--- config.mk ---
export PLATFORM = sky130hd
export DESIGN_NAME = adv7513_i2c_arbiter_flat
export DESIGN_NICKNAME = d
export VERILOG_FILES = /design/src/rtl/adv7513_i2c_arbiter_if.sv /design/src/rtl/adv7513_i2c_arbiter.sv /design/src/flat_wrapper.sv
export SDC_FILE = /design/constraint.sdc
export NUM_CORES = 1
export LEC_CHECK = 0
export BUFFER_PORTS_ARGS = -buffer_cell sky130_fd_sc_hd__buf_2
export CORE_ASPECT_RATIO = 0.75
export CORE_MARGIN = 2
export CORE_UTILIZATION = 47
export DETAILED_ROUTE_END_ITERATION = 16
export PLACE_DENSITY = 0.81
export REMOVE_ABC_BUFFERS = 1
export SYNTH_ARGS = -nofsm -noshare
export SYNTH_HDL_FRONTEND = slang
export SYNTH_SLANG_ARGS = --single-unit
--- constraint.sdc ---
create_clock -name clk -period 3.7 [get_ports clk]
set_input_delay 0.185 -clock clk [delete_from_list [all_inputs] [get_ports clk]]
set_output_delay 0.185 -clock clk [all_outputs]
set_load 0.01 [all_outputs]
--- src/rtl/adv7513_i2c_arbiter_if.sv ---
// adv7513_i2c_arbiter_if: requester-side and i2c_master-side signals of the arbiter.
// slave modport is the arbiter's view; master modport is the requesters/i2c_master view.
interface adv7513_i2c_arbiter_if #(
  parameter int unsigned NUM_REQ = 2
);
  // Requester side
  logic [NUM_REQ-1:0]   req;
  logic [NUM_REQ-1:0]   req_rw;
  logic [7*NUM_REQ-1:0] req_chip;
  logic [8*NUM_REQ-1:0] req_reg;
  logic [8*NUM_REQ-1:0] req_wdata;
  logic [NUM_REQ-1:0]   gnt;
  logic [NUM_REQ-1:0]   done;
  logic [7:0]           rdata;
  logic                 err;
  logic                 timeout;

  // i2c_master side
  logic [6:0]           m_chip_addr;
  logic [7:0]           m_reg_addr;
  logic [7:0]           m_data_in;
  logic                 m_write_en;
  logic                 m_read_en;
  logic                 m_busy;
  logic [2:0]           m_status;
  logic [7:0]           m_data_out;

  modport slave (
    input  req, req_rw, req_chip, req_reg, req_wdata,
    input  m_busy, m_status, m_data_out,
    output gnt, done, rdata, err, timeout,
    output m_chip_addr, m_reg_addr, m_data_in, m_write_en, m_read_en
  );

  modport master (
    output req, req_rw, req_chip, req_reg, req_wdata,
    output m_busy, m_status, m_data_out,
    input  gnt, done, rdata, err, timeout,
    input  m_chip_addr, m_reg_addr, m_data_in, m_write_en, m_read_en
  );
endinterface

--- src/rtl/adv7513_i2c_arbiter.sv ---
// adv7513_i2c_arbiter: round-robin sharing of one i2c_master between NUM_REQ requesters,
// one single-byte register transaction per grant.
// Define ARB_TIMEOUT_EN to add a WAIT-state watchdog of TIMEOUT_CYCLES cycles.
module adv7513_i2c_arbiter #(
  parameter int unsigned NUM_REQ        = 2,
  parameter int unsigned TIMEOUT_CYCLES = 1000000
) (
  input logic                  clk,
  input logic                  reset,
  adv7513_i2c_arbiter_if.slave bus
);

  localparam int unsigned IdxW = (NUM_REQ > 1) ? $clog2(NUM_REQ) : 1;

  typedef enum logic [1:0] {StIdle, StIssue, StWait, StDone} state_e;

  state_e             state_q, state_d;
  logic [NUM_REQ-1:0] gnt_q, gnt_d;
  logic [NUM_REQ-1:0] done_q, done_d;
  logic [IdxW-1:0]    last_q, last_d;
  logic [IdxW-1:0]    idx_q, idx_d;
  logic               rw_q, rw_d;
  logic [6:0]         chip_q, chip_d;
  logic [7:0]         reg_q, reg_d;
  logic [7:0]         wdata_q, wdata_d;
  logic [7:0]         rdata_q, rdata_d;
  logic               err_q, err_d;
  logic               wen_q, wen_d;
  logic               ren_q, ren_d;

`ifdef ARB_TIMEOUT_EN
  logic [31:0]        cnt_q, cnt_d;
  logic               pend_q, pend_d;
  logic               tmo_q, tmo_d;
`endif

  logic [NUM_REQ-1:0] eligible;
  logic               pick_valid;
  logic [IdxW-1:0]    pick_idx;
  logic [IdxW-1:0]    cand;
  logic               wait_first;

  // The requester finishing this cycle is masked so it cannot be re-granted back to back
  assign eligible = bus.req & ~done_q;

  // The enable pulse is still high in the first WAIT cycle; busy is not valid yet then
  assign wait_first = wen_q | ren_q;

  // Round-robin search starting one past the last served requester
  always_comb begin
    pick_valid = 1'b0;
    pick_idx   = '0;
    cand       = '0;
    for (int unsigned off = 1; off <= NUM_REQ; off++) begin
      cand = IdxW'((32'(last_q) + off) % NUM_REQ);
      if (!pick_valid && eligible[cand]) begin
        pick_valid = 1'b1;
        pick_idx   = cand;
      end
    end
  end

  // Next-state and datapath
  always_comb begin
    state_d = state_q;
    gnt_d   = gnt_q;
    done_d  = '0;
    last_d  = last_q;
    idx_d   = idx_q;
    rw_d    = rw_q;
    chip_d  = chip_q;
    reg_d   = reg_q;
    wdata_d = wdata_q;
    rdata_d = rdata_q;
    err_d   = err_q;
    wen_d   = 1'b0;
    ren_d   = 1'b0;
`ifdef ARB_TIMEOUT_EN
    cnt_d   = cnt_q;
    pend_d  = pend_q;
    tmo_d   = 1'b0;
`endif
    unique case (state_q)
      StIdle: begin
        if (pick_valid) begin
          gnt_d           = '0;
          gnt_d[pick_idx] = 1'b1;
          idx_d           = pick_idx;
          rw_d            = bus.req_rw[pick_idx];
          chip_d          = bus.req_chip[32'(pick_idx) * 7 +: 7];
          reg_d           = bus.req_reg[32'(pick_idx) * 8 +: 8];
          wdata_d         = bus.req_wdata[32'(pick_idx) * 8 +: 8];
          state_d         = StIssue;
        end
      end
      StIssue: begin
        ren_d   = rw_q;
        wen_d   = ~rw_q;
        state_d = StWait;
`ifdef ARB_TIMEOUT_EN
        cnt_d   = '0;
        pend_d  = 1'b0;
`endif
      end
      StWait: begin
`ifdef ARB_TIMEOUT_EN
        cnt_d = cnt_q + 32'd1;
`endif
        if (!wait_first && !bus.m_busy) begin
          rdata_d = rw_q ? bus.m_data_out : 8'h00;
          err_d   = (bus.m_status != 3'b000);
          state_d = StDone;
        end
`ifdef ARB_TIMEOUT_EN
        // Leave WAIT one cycle early so done lands TIMEOUT_CYCLES cycles after WAIT entry
        else if (cnt_q + 32'd2 >= TIMEOUT_CYCLES) begin
          rdata_d = 8'h00;
          err_d   = 1'b1;
          pend_d  = 1'b1;
          state_d = StDone;
        end
`endif
      end
      StDone: begin
        done_d  = gnt_q;
        gnt_d   = '0;
        last_d  = idx_q;
        state_d = StIdle;
`ifdef ARB_TIMEOUT_EN
        tmo_d   = pend_q;
        pend_d  = 1'b0;
`endif
      end
      default: state_d = StIdle;
    endcase
  end

  // State registers with synchronous active-low reset
  always_ff @(posedge clk) begin
    if (!reset) begin
      state_q <= StIdle;
      gnt_q   <= '0;
      done_q  <= '0;
      last_q  <= IdxW'(NUM_REQ - 1);
      idx_q   <= '0;
      rw_q    <= 1'b0;
      chip_q  <= '0;
      reg_q   <= '0;
      wdata_q <= '0;
      rdata_q <= '0;
      err_q   <= 1'b0;
      wen_q   <= 1'b0;
      ren_q   <= 1'b0;
`ifdef ARB_TIMEOUT_EN
      cnt_q   <= '0;
      pend_q  <= 1'b0;
      tmo_q   <= 1'b0;
`endif
    end else begin
      state_q <= state_d;
      gnt_q   <= gnt_d;
      done_q  <= done_d;
      last_q  <= last_d;
      idx_q   <= idx_d;
      rw_q    <= rw_d;
      chip_q  <= chip_d;
      reg_q   <= reg_d;
      wdata_q <= wdata_d;
      rdata_q <= rdata_d;
      err_q   <= err_d;
      wen_q   <= wen_d;
      ren_q   <= ren_d;
`ifdef ARB_TIMEOUT_EN
      cnt_q   <= cnt_d;
      pend_q  <= pend_d;
      tmo_q   <= tmo_d;
`endif
    end
  end

  assign bus.gnt         = gnt_q;
  assign bus.done        = done_q;
  assign bus.rdata       = rdata_q;
  assign bus.err         = err_q;
  assign bus.m_chip_addr = chip_q;
  assign bus.m_reg_addr  = reg_q;
  assign bus.m_data_in   = wdata_q;
  assign bus.m_write_en  = wen_q;
  assign bus.m_read_en   = ren_q;

`ifdef ARB_TIMEOUT_EN
  assign bus.timeout = tmo_q;
`else
  assign bus.timeout = 1'b0;
  // Watchdog length is meaningless without the watchdog
  logic unused_timeout_cfg;
  assign unused_timeout_cfg = ^TIMEOUT_CYCLES;
`endif

endmodule

--- src/flat_wrapper.sv ---
// flat-port wrapper written by rule: the top's interface ports become plain ports
module adv7513_i2c_arbiter_flat 
#(
  parameter int unsigned NUM_REQ        = 2,
  parameter int unsigned TIMEOUT_CYCLES = 1000000
)
  (clk, reset, bus_req, bus_req_rw, bus_req_chip, bus_req_reg, bus_req_wdata, bus_m_busy, bus_m_status, bus_m_data_out, bus_gnt, bus_done, bus_rdata, bus_err, bus_timeout, bus_m_chip_addr, bus_m_reg_addr, bus_m_data_in, bus_m_write_en, bus_m_read_en);
  adv7513_i2c_arbiter_if #(.NUM_REQ(NUM_REQ)) bus_i ();
  input logic clk;
  input logic reset;
  input wire logic [$bits(bus_i.req)-1:0] bus_req;
  input wire logic [$bits(bus_i.req_rw)-1:0] bus_req_rw;
  input wire logic [$bits(bus_i.req_chip)-1:0] bus_req_chip;
  input wire logic [$bits(bus_i.req_reg)-1:0] bus_req_reg;
  input wire logic [$bits(bus_i.req_wdata)-1:0] bus_req_wdata;
  input wire logic [$bits(bus_i.m_busy)-1:0] bus_m_busy;
  input wire logic [$bits(bus_i.m_status)-1:0] bus_m_status;
  input wire logic [$bits(bus_i.m_data_out)-1:0] bus_m_data_out;
  output wire logic [$bits(bus_i.gnt)-1:0] bus_gnt;
  output wire logic [$bits(bus_i.done)-1:0] bus_done;
  output wire logic [$bits(bus_i.rdata)-1:0] bus_rdata;
  output wire logic [$bits(bus_i.err)-1:0] bus_err;
  output wire logic [$bits(bus_i.timeout)-1:0] bus_timeout;
  output wire logic [$bits(bus_i.m_chip_addr)-1:0] bus_m_chip_addr;
  output wire logic [$bits(bus_i.m_reg_addr)-1:0] bus_m_reg_addr;
  output wire logic [$bits(bus_i.m_data_in)-1:0] bus_m_data_in;
  output wire logic [$bits(bus_i.m_write_en)-1:0] bus_m_write_en;
  output wire logic [$bits(bus_i.m_read_en)-1:0] bus_m_read_en;
  assign bus_i.req = bus_req;
  assign bus_i.req_rw = bus_req_rw;
  assign bus_i.req_chip = bus_req_chip;
  assign bus_i.req_reg = bus_req_reg;
  assign bus_i.req_wdata = bus_req_wdata;
  assign bus_i.m_busy = bus_m_busy;
  assign bus_i.m_status = bus_m_status;
  assign bus_i.m_data_out = bus_m_data_out;
  assign bus_gnt = bus_i.gnt;
  assign bus_done = bus_i.done;
  assign bus_rdata = bus_i.rdata;
  assign bus_err = bus_i.err;
  assign bus_timeout = bus_i.timeout;
  assign bus_m_chip_addr = bus_i.m_chip_addr;
  assign bus_m_reg_addr = bus_i.m_reg_addr;
  assign bus_m_data_in = bus_i.m_data_in;
  assign bus_m_write_en = bus_i.m_write_en;
  assign bus_m_read_en = bus_i.m_read_en;
  adv7513_i2c_arbiter #(.NUM_REQ(NUM_REQ), .TIMEOUT_CYCLES(TIMEOUT_CYCLES)) u_core (.clk(clk), .reset(reset), .bus(bus_i));
endmodule
---- After elaboration in Yosys (flattened, before gate mapping) ----
Cells that the tools add are included.
Widths: inputs -> output; s select.
storage, ports and cells
  register bits after elaboration ......... 43
  input bits .............................. 64
  output and inout bits ................... 39
  logic and storage cells ................. 65
operators by class
  add/sub/neg operators ................... 2
  multiply operators ...................... 1
  magnitude comparators ................... 4
  eq/ne operators ......................... 5
  shift operators ......................... 3
  multiplexer cells ....................... 18
  bitwise gates (word level) .............. 4
  reduce and logical (&&, ||, !) cells .... 15
operators with widths
  kind                 count
  $shiftx 16x5->8      2
  $shiftx 14x5->7      1
  $reduce_and 2->1     6
  $mux 1               11
  $mux 8               1
  $pmux 2 s4           1
  $lt 1x2->1 const B   3
  $mux 2               3
  $eq 2x2->1 const B   2
  $mul 1x3->4 const B  1
  $ne 2x1->1 const B   2
  $pmux 2 s2           1
  $logic_and 1x1->1    3
  $logic_not 1->1      3
  $reduce_bool 3->1    1
  $add 1x1->1 const B  2
  $and 2x2->2          1
  $eq 2x1->1 const B   1
  $logic_not 2->1      1
  $not 2->2            1
  $reduce_bool 2->1    1
  $demux 1 s1          1
  $ge 1x1->1 const B   1
  $not 1->1            1
  $or 1x1->1           1

---- Logic depth before layout (Yosys ltp) ----
Gate-level depths: netlist of the first run.
  word-level depth ........................ 14
  mapped depth ............................ 7
  depth with buffers taken out ............ 6

---- Worst setup path before layout of the first run ----
Ideal clock, no wire load.
  path type ............................... flip-flop to flip-flop
  start point ............................. register u_core.state_q[0]
  end point ............................... register u_core.wdata_q[1], in the netlist u_core.bus.m_data_in[1]
  library setup time ...................... 0.122 ns
  data arrival time ....................... 1.363 ns
  data required time ...................... 3.578 ns
  setup slack ............................. 2.215 ns
  stages on the path, launching flop included .. 7
  path buffers ............................ 1
  period minus slack after synthesis ...... 1.485 ns
  path through ............................ dfxtp_1 -> inv_1 -> ha_1 -> o21ai_2 -> buf_6 -> and3_1 -> a221o_1
between the ends
  word-level cells in the longest chain between the ends .. 2
RTL lines
  element                     line                        text
  from (decl)                 adv7513_i2c_arbiter.sv:17   state_e state_q, state_d;
  from (signal assigned)      adv7513_i2c_arbiter.sv:141  state_q <= StIdle;
  from (signal assigned)      adv7513_i2c_arbiter.sv:160  state_q <= state_d;
  $logic_not 2->1             adv7513_i2c_arbiter.sv:83   unique case (state_q)
  $reduce_and 2->1 (no line)  --
  to (signal assigned)        adv7513_i2c_arbiter.sv:168  wdata_q <= wdata_d;
  to (decl)                   adv7513_i2c_arbiter.sv:25   logic [7:0] wdata_q, wdata_d;
No other way between the ends.
A chain may end at the register's enable or synchronous reset.

---- Final worst setup path of the first run ----
  start point ............................. register u_core.state_q[1]
  end point ............................... register u_core.reg_q[4], in the netlist u_core.bus.m_reg_addr[4]
between the ends
  word-level cells in the longest chain between the ends .. 2
RTL lines
  element                     line                        text
  $logic_not 2->1             adv7513_i2c_arbiter.sv:83
  $reduce_and 2->1 (no line)  --
  to (signal assigned)        adv7513_i2c_arbiter.sv:167  reg_q <= reg_d;
  to (decl)                   adv7513_i2c_arbiter.sv:24   logic [7:0] reg_q, reg_d;
No other way between the ends.

==> results of run 1 <==
[metrics by stage]
stage	hold WS [ns]	total power [mW]
3_5_place_dp	0.414	1.16
2_1_floorplan	0.247	0.955
3_3_place_gp	0.410	1.15
4_1_cts	0.109	1.53
5_1_grt	0.108	1.62
6_report	0.116	1.52
[power groups by stage]
stage / combinational [mW] / clock [mW] / sequential (mW)
detailed placement: 0.518 / 0 / 0.641
finish: 0.518 / 0.369 / 0.634
global placement: 0.504 / 0 / 0.643
global route: 0.575 / 0.401 / 0.649
floorplan: 0.278 / 0 / 0.677
CTS: 0.520 / 0.376 / 0.633
[cells in the mapped netlist (2+ instances only)]
cell      instances  area (um^2)
a21oi_1          32          160
a221o_1          13          130
and3_1           16          100
buf_2             3         15.0
buf_4             2         15.0
buf_6             3         33.8
clkbuf_1          6         22.5
dfxtp_1          43          861
ha_1              5         62.6
inv_1             4         15.0
mux2i_1           2         20.0
nand2_1          23         86.3
nand3_1          10         50.1
nor2_1            5         18.8
nor3_1            2         10.0
nor4_1            2         12.5
o21ai_0          12         60.1
[cells by family after synthesis]
| family | after synthesis | synth area share (%) |
|---|---|---|
| adders and majority gates | 5 | 3.42 |
| AOI/OAI and AO/OA | 66 | 23.2 |
| buffers and inverters | 19 | 5.74 |
| DFF | 43 | 47.0 |
| muxes | 2 | 1.09 |
| and+or+nand+nor | 65 | 19.3 |
| other | 1 | 0.205 |
[layer usage]
metal,GRT usage [%],share of wire [%],vias up
met5,0,0,-
met4,7.01,0.50,0
met1,29.5,49,834
li1,-,-,917
met3,5.61,8.2,3
met2,32.3,43,83
[critical path, stage by stage, from the launching register on]
cell and delay, ns:
dfxtp_1 0.34, inv_1 0.12, ha_1 0.35, inv_2 0.12, a21oi_1 0.59, o21ai_0 0.16, a21oi_1 0.15
[worst paths after layout]
path | cells after the start | start | to
worst max register to register | 6 | u_core.state_q[1] | u_core.bus.m_reg_addr[4]
worst max-delay path | 6 | u_core.state_q[1] | u_core.bus.m_reg_addr[4]
worst min-delay path | 2 | bus_req_wdata[10] | u_core.bus.m_data_in[2]
worst min register to register | 2 | u_core.bus.rdata[3] | u_core.bus.rdata[3]
[flip-flops by register name, summed over array words and instances (netlist names)]
signal / count
u_core.bus.m_write_en: 1
u_core.bus.m_chip_addr: 7
u_core.idx_q: 1
u_core.bus.done: 2
u_core.bus.m_reg_addr: 8
u_core.bus.gnt: 2
u_core.bus.err: 1
u_core.bus.m_data_in: 8
u_core.rw_q: 1
u_core.state_q: 2
u_core.last_q: 1
u_core.bus.rdata: 8
u_core.bus.m_read_en: 1
[cell type report]
type | count | area, um^2 | share of cell area, %
flip-flops and latches | 43 | 861 | 35.4
clock inverters | 2 | 35.0 | 1.44
clock buffers | 6 | 82.6 | 3.40
repair buffers | 101 | 505 | 20.8
inverters | 5 | 18.8 | 0.772
well taps | 52 | 65.1 | 2.67
multi-input cells | 139 | 865 | 35.5
==> results.ini, run 1 <==
[routing]
drt-total-wl_um = 4590
drc = 0
wl_per_cell_um = 13.2
drtIter0Drc = 63
antenna_left = 0
vias = 1837
first_pass_iters = 4
vias_per_cell = 5.28

[synthesis]
synth_cell_types = 35
synthFlopType = dfxtp_1
synth_area_um2 = 1830
yosysWarnings = 0
ys_ff_latch = 43
async_flop_share_pct = 0
synth_edf_count = 0
synthCells = 201
syn_avg_cell_area_um2 = 9.11
ys_seq_area_share_pct = 47.0

[power]
p_clk_share_pct = 24.3
switching_share_pct = 34.1
p_per_area_nw_per_um2 = 625
seq_power_share_pct = 41.7
pwr-share-comb_pct = 34.0
p_sw_mw = 0.519
p_leak_nw = 1.24
ir_drop_mv = 0.382
p_int_mw = 1.00

[sta]
hold_viol_final = 0
layout_setup_ws_ns = 1.80
relSlewSlack_pct = 35.6
fin_crit_sh_pct = 51.4
post-route-min-period_ns = 1.90
rsz0062_at_grt = no
worstMarginPinSlew_ns = 0.966
skew_ns = 0.00499
setup-violations-final = 0
slew_viol_final = 0
max_freq_mhz = 526
setup_tns_ns = 0

[grt]
grt_pass1_wl_um = 7460
overflow = 0
antenna_found_initial = 0
grt_max_degree = 35
grt_pass1_vias = 1645
grt.total_usage_pct = 21.1

[place]
place_area_um2 = 2310
port_buffers = 101
place_hpwl_um = 3310
gp_congestion = 0.838
dp.cells = 340
preCtsSetupSlack_ns = 1.80

[critical_path]
r2r_slack_ns = 1.80
crit_arrival_ns = 2.12
critPathRequiredTime_ns = 3.92
cp-end-kind = register
startpoint_type = register
worstSetupPathType = reg -> reg
worstPathMaxFanout = 11

[clock_network]
tritoncts = done
htreeDepth = 2
cts.path.max_buffers = 2
cts_post_setup_buffers_inserted = 0
cts.sinks = 43
post_cts_resized = 0
clk_latency_ns = 0.29
holdBufCountCts = 0
cts_made_buffers = 5
root_buffer = clkbuf_8
clk_pin_slew_worst_paths_ns = 0.08

[floorplan]
core_um2 = 3710
start_util_pct = 49.4
rows = 19
die_width_um = 76.1
dieArea_um2 = 4410
ioPinCount = 103
die_h_um = 58.0

[final_layout]
fin_nets = 364
num-fill-cells = 331
fin_util_pct = 65.6
final_cells = 348
layout_common_cells = 101 x buf_2, 43 x dfxtp_1, 32 x a21oi_1, 23 x nand2_1, 16 x and3_1
final_common_cell = buf_2
drive_gt1_share_pct = 39.5
stdcell_area_um2 = 2430
diodes = 0
synthToLayoutAreaGrowth_pct = 32.9

[status]
status = finished clean

[hold_path]
min_path_type = in -> reg

[flow_run]
maxCapViolCount = 0

No activity file was read; power rests on OpenSTA's default activity.
==> run 2, diff against run 1 <==
--- a/config.mk
+++ b/config.mk
@@ -8,9 +8,9 @@
 export BUFFER_PORTS_ARGS = -buffer_cell sky130_fd_sc_hd__buf_2
 export CORE_ASPECT_RATIO = 0.75
 export CORE_MARGIN = 2
-export CORE_UTILIZATION = 47
+export CORE_UTILIZATION = 39
 export DETAILED_ROUTE_END_ITERATION = 16
-export PLACE_DENSITY = 0.81
+export PLACE_DENSITY = 0.72
 export REMOVE_ABC_BUFFERS = 1
 export SYNTH_ARGS = -nofsm -noshare
 export SYNTH_HDL_FRONTEND = slang
==> constraint.sdc (replaced) <==
create_clock -name clk -period 1.7 [get_ports clk]
set_input_delay 0.085 -clock clk [delete_from_list [all_inputs] [get_ports clk]]
set_output_delay 0.085 -clock clk [all_outputs]
set_load 0.01 [all_outputs]
==> run 2 against run 1 <==
Effect of this change: die area rose by 19%; wire length rose by 9.0%; clock skew fell by 0.0024 ns; combinational power rose by 140%; sequential share of layout area fell by 1.9 points; via count rose by 4.0%; global-route usage fell by 2.2 points; setup slack got worse by 1.7 ns; worst hold slack got worse by 0.11 ns.
==> results.ini, run 2 (synthesis results as in run 1) <==
[sta]
setup_tns_ns = 0
relSlewSlack_pct = 62.5
fin_crit_sh_pct = 92.4
rsz0062_at_grt = no
post-route-min-period_ns = 1.57
whs_ns = 0.0102
slew_viol_final = 0
worstMarginPinSlew_ns = 0.562
layout_setup_ws_ns = 0.129
skew_ns = 0.00261
setup-violations-final = 0
max_freq_mhz = 637
hold_viol_final = 0

[floorplan]
ioPinCount = 103
dieArea_um2 = 5260
core_um2 = 4490
die_h_um = 63.3
start_util_pct = 40.7
rows = 21
die_width_um = 83.1

[critical_path]
cp-end-kind = register
worstSetupPathType = reg -> reg
crit_chain = inv_1, ha_2, inv_2, buf_4, nor3_4, buf_4, a221o_1
worstPathMaxFanout = 8
crit_arrival_ns = 1.75
startpoint_type = register
crit_path_max_incr_delay_ns = 0.38
cp.buffers_inverters = 4
crit_slowest_cell = dfxtp_1
crit_family = buffers and inverters
critPathRequiredTime_ns = 1.88
cpMostUsedCell = buf_4

[power]
ir_drop_mv = 0.593
pwr-share-comb_pct = 36.4
switching_share_pct = 34.1
p_per_area_nw_per_um2 = 1350
seq_power_share_pct = 40.0
p_int_mw = 2.28
p_leak_nw = 1.31
p_sw_mw = 1.18
p_clk_share_pct = 23.6
power_mw = 3.47

[final_layout]
regArea_um2 = 861
synthToLayoutAreaGrowth_pct = 40.5
diodes = 0
final_cells = 367
final_common_cell = buf_2
fin_nets = 378
num-fill-cells = 433
layout_common_cells = 101 x buf_2, 43 x dfxtp_1, 30 x a21oi_1, 23 x nand2_1, 16 x and3_1
drive_gt1_share_pct = 41.9
multi_input_area_um2 = 882

[grt]
grt_max_degree = 21
grt_pass1_wl_um = 8010
grt.total_usage_pct = 18.9
antenna_found_initial = 0
overflow = 0
grt_pass1_vias = 1734

[clock_network]
root_buffer = clkbuf_8
cts_made_buffers = 5
tritoncts = done
cts.path.max_buffers = 2
clk_latency_ns = 0.29
htreeDepth = 2
clk_pin_slew_worst_paths_ns = 0.08
cts.sinks = 43

[hold_path]
min_path_type = in -> reg

[routing]
first_pass_iters = 6
vias_per_cell = 5.21
wl_per_cell_um = 13.6
antenna_left = 0
drc = 0
drt-total-wl_um = 5000
drtIter0Drc = 62
vias = 1911

[place]
place_hpwl_um = 3640
preCtsSetupSlack_ns = 0.0113
dp.cells = 353
gp_congestion = 0.761
port_buffers = 101

[status]
status = finished clean

[flow_run]
maxCapViolCount = 0

[run 2: cell count changes in the layout (fill, tap and decap cells not counted), sizes merged]
cell	delta
buf	+10
dlygate4sd3	+4
[run 2: stage by stage]
| step | util [%] | instance area (um^2) |
|---|---|---|
| after floorplan | - | 1740 |
| after global placement | 53.0 | 2380 |
| after detailed placement | 53.0 | 2380 |
| after CTS | 56.4 | 2530 |
| after global routing | 57.2 | 2570 |
| final | 57.2 | 2570 |
[run 2: layout make-up]
type | count | area share, %
multi-input cells | 139 | 34.3
flip-flops and latches | 43 | 33.5
repair buffers | 115 | 24.1
clock buffers | 6 | 3.21
well taps | 57 | 2.77
clock inverters | 2 | 1.36
inverters | 5 | 0.730
[run 2: what timing repair did]
item,CTS,global route
gates resized for setup,1,3
hold buffers,3,1
setup buffers,0,2
pin swaps,1,1
hold endpoints to repair,3,1
setup endpoints to repair,3,23
[run 2: power groups by stage]
stage | combinational [mW] | clock, mW | sequential [mW]
floorplan | 0.605 | 0 | 1.47
global placement | 1.21 | 0 | 1.40
detailed placement | 1.22 | 0 | 1.40
CTS | 1.24 | 0.839 | 1.38
global route | 1.40 | 0.884 | 1.42
finish | 1.26 | 0.818 | 1.39
[run 2: path summary, 6_finish.rpt]
kind                            start                  endpoint  slack, ns  depth (start not counted)
setup / recovery    u_core.state_q[0]  u_core.bus.m_reg_addr[7]       0.13                          7
hold / removal       bus_req_wdata[0]   u_core.bus.m_data_in[0]       0.01                          2
setup reg to reg    u_core.state_q[0]  u_core.bus.m_reg_addr[7]       0.13                          7
hold reg to reg   u_core.bus.rdata[7]       u_core.bus.rdata[7]       0.45                          2
[run 2: metal layers]
layer	global-route usage, %	up-vias	wire, um
met1	25.9	873	2410
li1	-	942	-
met3	5.77	5	444
met4	7.79	0	60
met5	0	-	0
met2	27.8	91	2090
[run 2: worst reg2reg max path, cell delays in order, from the launching register on]
cell	delay, ns
dfxtp_1	0.38
inv_1	0.11
ha_2	0.23
inv_2	0.07
buf_4	0.12
nor3_4	0.04
buf_4	0.16
a221o_1	0.35
==> run 3, diff against run 2 <==
--- a/config.mk
+++ b/config.mk
@@ -10,7 +10,7 @@
 export CORE_MARGIN = 2
 export CORE_UTILIZATION = 39
 export DETAILED_ROUTE_END_ITERATION = 16
-export PLACE_DENSITY = 0.72
+export PLACE_DENSITY = 0.75
 export REMOVE_ABC_BUFFERS = 1
 export SYNTH_ARGS = -nofsm -noshare
 export SYNTH_HDL_FRONTEND = slang
==> run 3 against run 2 <==
Effect of this change: largest cell class unchanged; fmax decreased by 2.2%; design area decreased by 3.1%; sequential power about the same; first-iteration DRC count increased by 50%; utilization decreased by 1.8 points; largest power group unchanged; clock skew increased by 0.0024 ns; highest routed layer unchanged; via count decreased by 1.5%; non-clock buffer count decreased by 6; combinational power about the same; worst hold slack improved by 0.0036 ns.
==> results.ini, run 3 (synthesis results as in run 1) <==
[status]
status = finished clean

[sta]
max_freq_mhz = 623
worstMarginPinSlew_ns = 0.528
setup-violations-final = 0
post-route-min-period_ns = 1.61
fin_crit_sh_pct = 94.5
relSlewSlack_pct = 64.8
rsz0062_at_grt = no
hold_viol_final = 0
slew_viol_final = 0
skew_ns = 0.00498

[power]
p_per_area_nw_per_um2 = 1300
p_clk_share_pct = 18.9
switching_share_pct = 35.8
p_sw_mw = 1.16
p_leak_nw = 1.26
seq_power_share_pct = 42.9
p_int_mw = 2.08
ir_drop_mv = 0.632
power_mw = 3.24
pwr-share-comb_pct = 38.2

[floorplan]
start_util_pct = 40.7
die_h_um = 63.3
rows = 21
die_width_um = 83.1
dieArea_um2 = 5260
core_um2 = 4490
ioPinCount = 103

[clock_network]
holdBufCountCts = 0
cts.path.max_buffers = 2
cts.sinks = 43
htreeDepth = 2
cts_made_buffers = 5
clk_pin_slew_worst_paths_ns = 0.07
tritoncts = done
clk_latency_ns = 0.29
root_buffer = clkbuf_8

[critical_path]
r2r_slack_ns = 0.09
worstPathMaxFanout = 4
critPathLaunch = u_core.state_q[0]
r2r_start = u_core.state_q[0]
worstSetupEndpoint = u_core.state_q[1]
r2r_end = u_core.state_q[1]
crit_arrival_ns = 1.81
cp-end-kind = register
critPathRequiredTime_ns = 1.90
worstSetupPathType = reg -> reg
startpoint_type = register
r2r_cells = 6

[final_layout]
diodes = 0
num-fill-cells = 422
drive_gt1_share_pct = 41.4
fin_nets = 372
synthToLayoutAreaGrowth_pct = 36.2
final_common_cell = buf_2
layout_common_cells = 101 x buf_2, 43 x dfxtp_1, 30 x a21oi_1, 23 x nand2_1, 16 x and3_1
fin_util_pct = 55.5

[place]
port_buffers = 101
place_hpwl_um = 3520
gp_congestion = 0.825

[routing]
wl_met3_um = 402
drt-met1-wl_um = 2370
wl_met2_um = 2000
vias = 1882
wl_per_cell_um = 13.4
topRoutingLayerUsed = met4
drt-total-wl_um = 4830
drc = 0
antenna_left = 0
vias_per_cell = 5.21
drtIter0Drc = 93
first_pass_iters = 4

[grt]
antenna_found_initial = 0
grt_pass1_wl_um = 7730
grt_max_degree = 22
grt_pass1_vias = 1700
overflow = 0
grt.total_usage_pct = 17.9

[flow_run]
maxCapViolCount = 0

[hold_path]
hold_depth = 2
min_path_type = in -> reg

## run 3: changes by cell type in the layout (fill, tap and decap cells not counted)
cell	delta
clkbuf_8	-1
dlygate4sd3_1	-4
clkbuf_1	+2
buf_4	-3
buf_12	+1
bufinv_16	-1
## run 3: worst min path at each step
| stage | startpoint | endpoint |
|---|---|---|
| CTS | bus_req_wdata[8] | u_core.bus.m_data_in[0] |
| global route | bus_req_wdata[8] | u_core.bus.m_data_in[0] |
| floorplan | reset | u_core.last_q |
| global placement | bus_req_wdata[0] | u_core.bus.m_data_in[0] |
| detailed placement | bus_req_wdata[4] | u_core.bus.m_data_in[4] |
| finish | bus_req_wdata[14] | u_core.bus.m_data_in[6] |
## run 3: per-layer routing
layer / global-route usage [%] / up-vias
met5: 0 / -
met4: 5.12 / 0
met3: 5.90 / 8
met2: 27.5 / 84
met1: 24.2 / 863
li1: - / 927
## run 3: repair_timing
| item | CTS | global route |
|---|---|---|
| hold endpoints to repair | 0 | 0 |
| pin swaps | 0 | 1 |
| setup buffers | 0 | 1 |
| resized for setup | 1 | 3 |
| setup endpoints to repair | 11 | 23 |
## run 3: area by class of cell
class | instances | area (um^2) | share of cell area (%)
multi-input cells | 139 | 882 | 35.4
well taps | 57 | 71.3 | 2.86
flip-flops and latches | 43 | 861 | 34.5
repair buffers | 109 | 578 | 23.2
clock inverters | 1 | 5.00 | 0.201
inverters | 5 | 18.8 | 0.753
clock buffers | 7 | 76.3 | 3.06
## run 3: power groups by stage
stage                     sequential [mW]  combinational, mW  clock [mW]
after detailed placement             1.40               1.19           0
after floorplan                      1.47              0.605           0
final                                1.39               1.24       0.612
after global placement               1.40               1.18           0
after CTS                            1.39               1.20       0.635
after global routing                 1.42               1.37       0.677
## run 3: per-stage QoR
stage,hold slack (ns),cells,cell area (um^2),TNS [ns],setup slack (ns)
floorplan,0.147,187,1740,0,0.193
global placement,0.311,352,2370,0,0.0370
detailed placement,0.314,352,2370,-0.101,-0.0466
CTS,0.00649,360,2460,0,0.00385
global route,0.00744,361,2490,0,0.00532
finish,0.0138,361,2490,0,0.0938
## run 3: worst max-delay path, stage by stage (launching register included)
cell,delay (ns)
dfxtp_1,0.35
inv_1,0.12
ha_2,0.27
inv_2,0.06
buf_4,0.15
o32a_1,0.37
o31ai_1,0.20
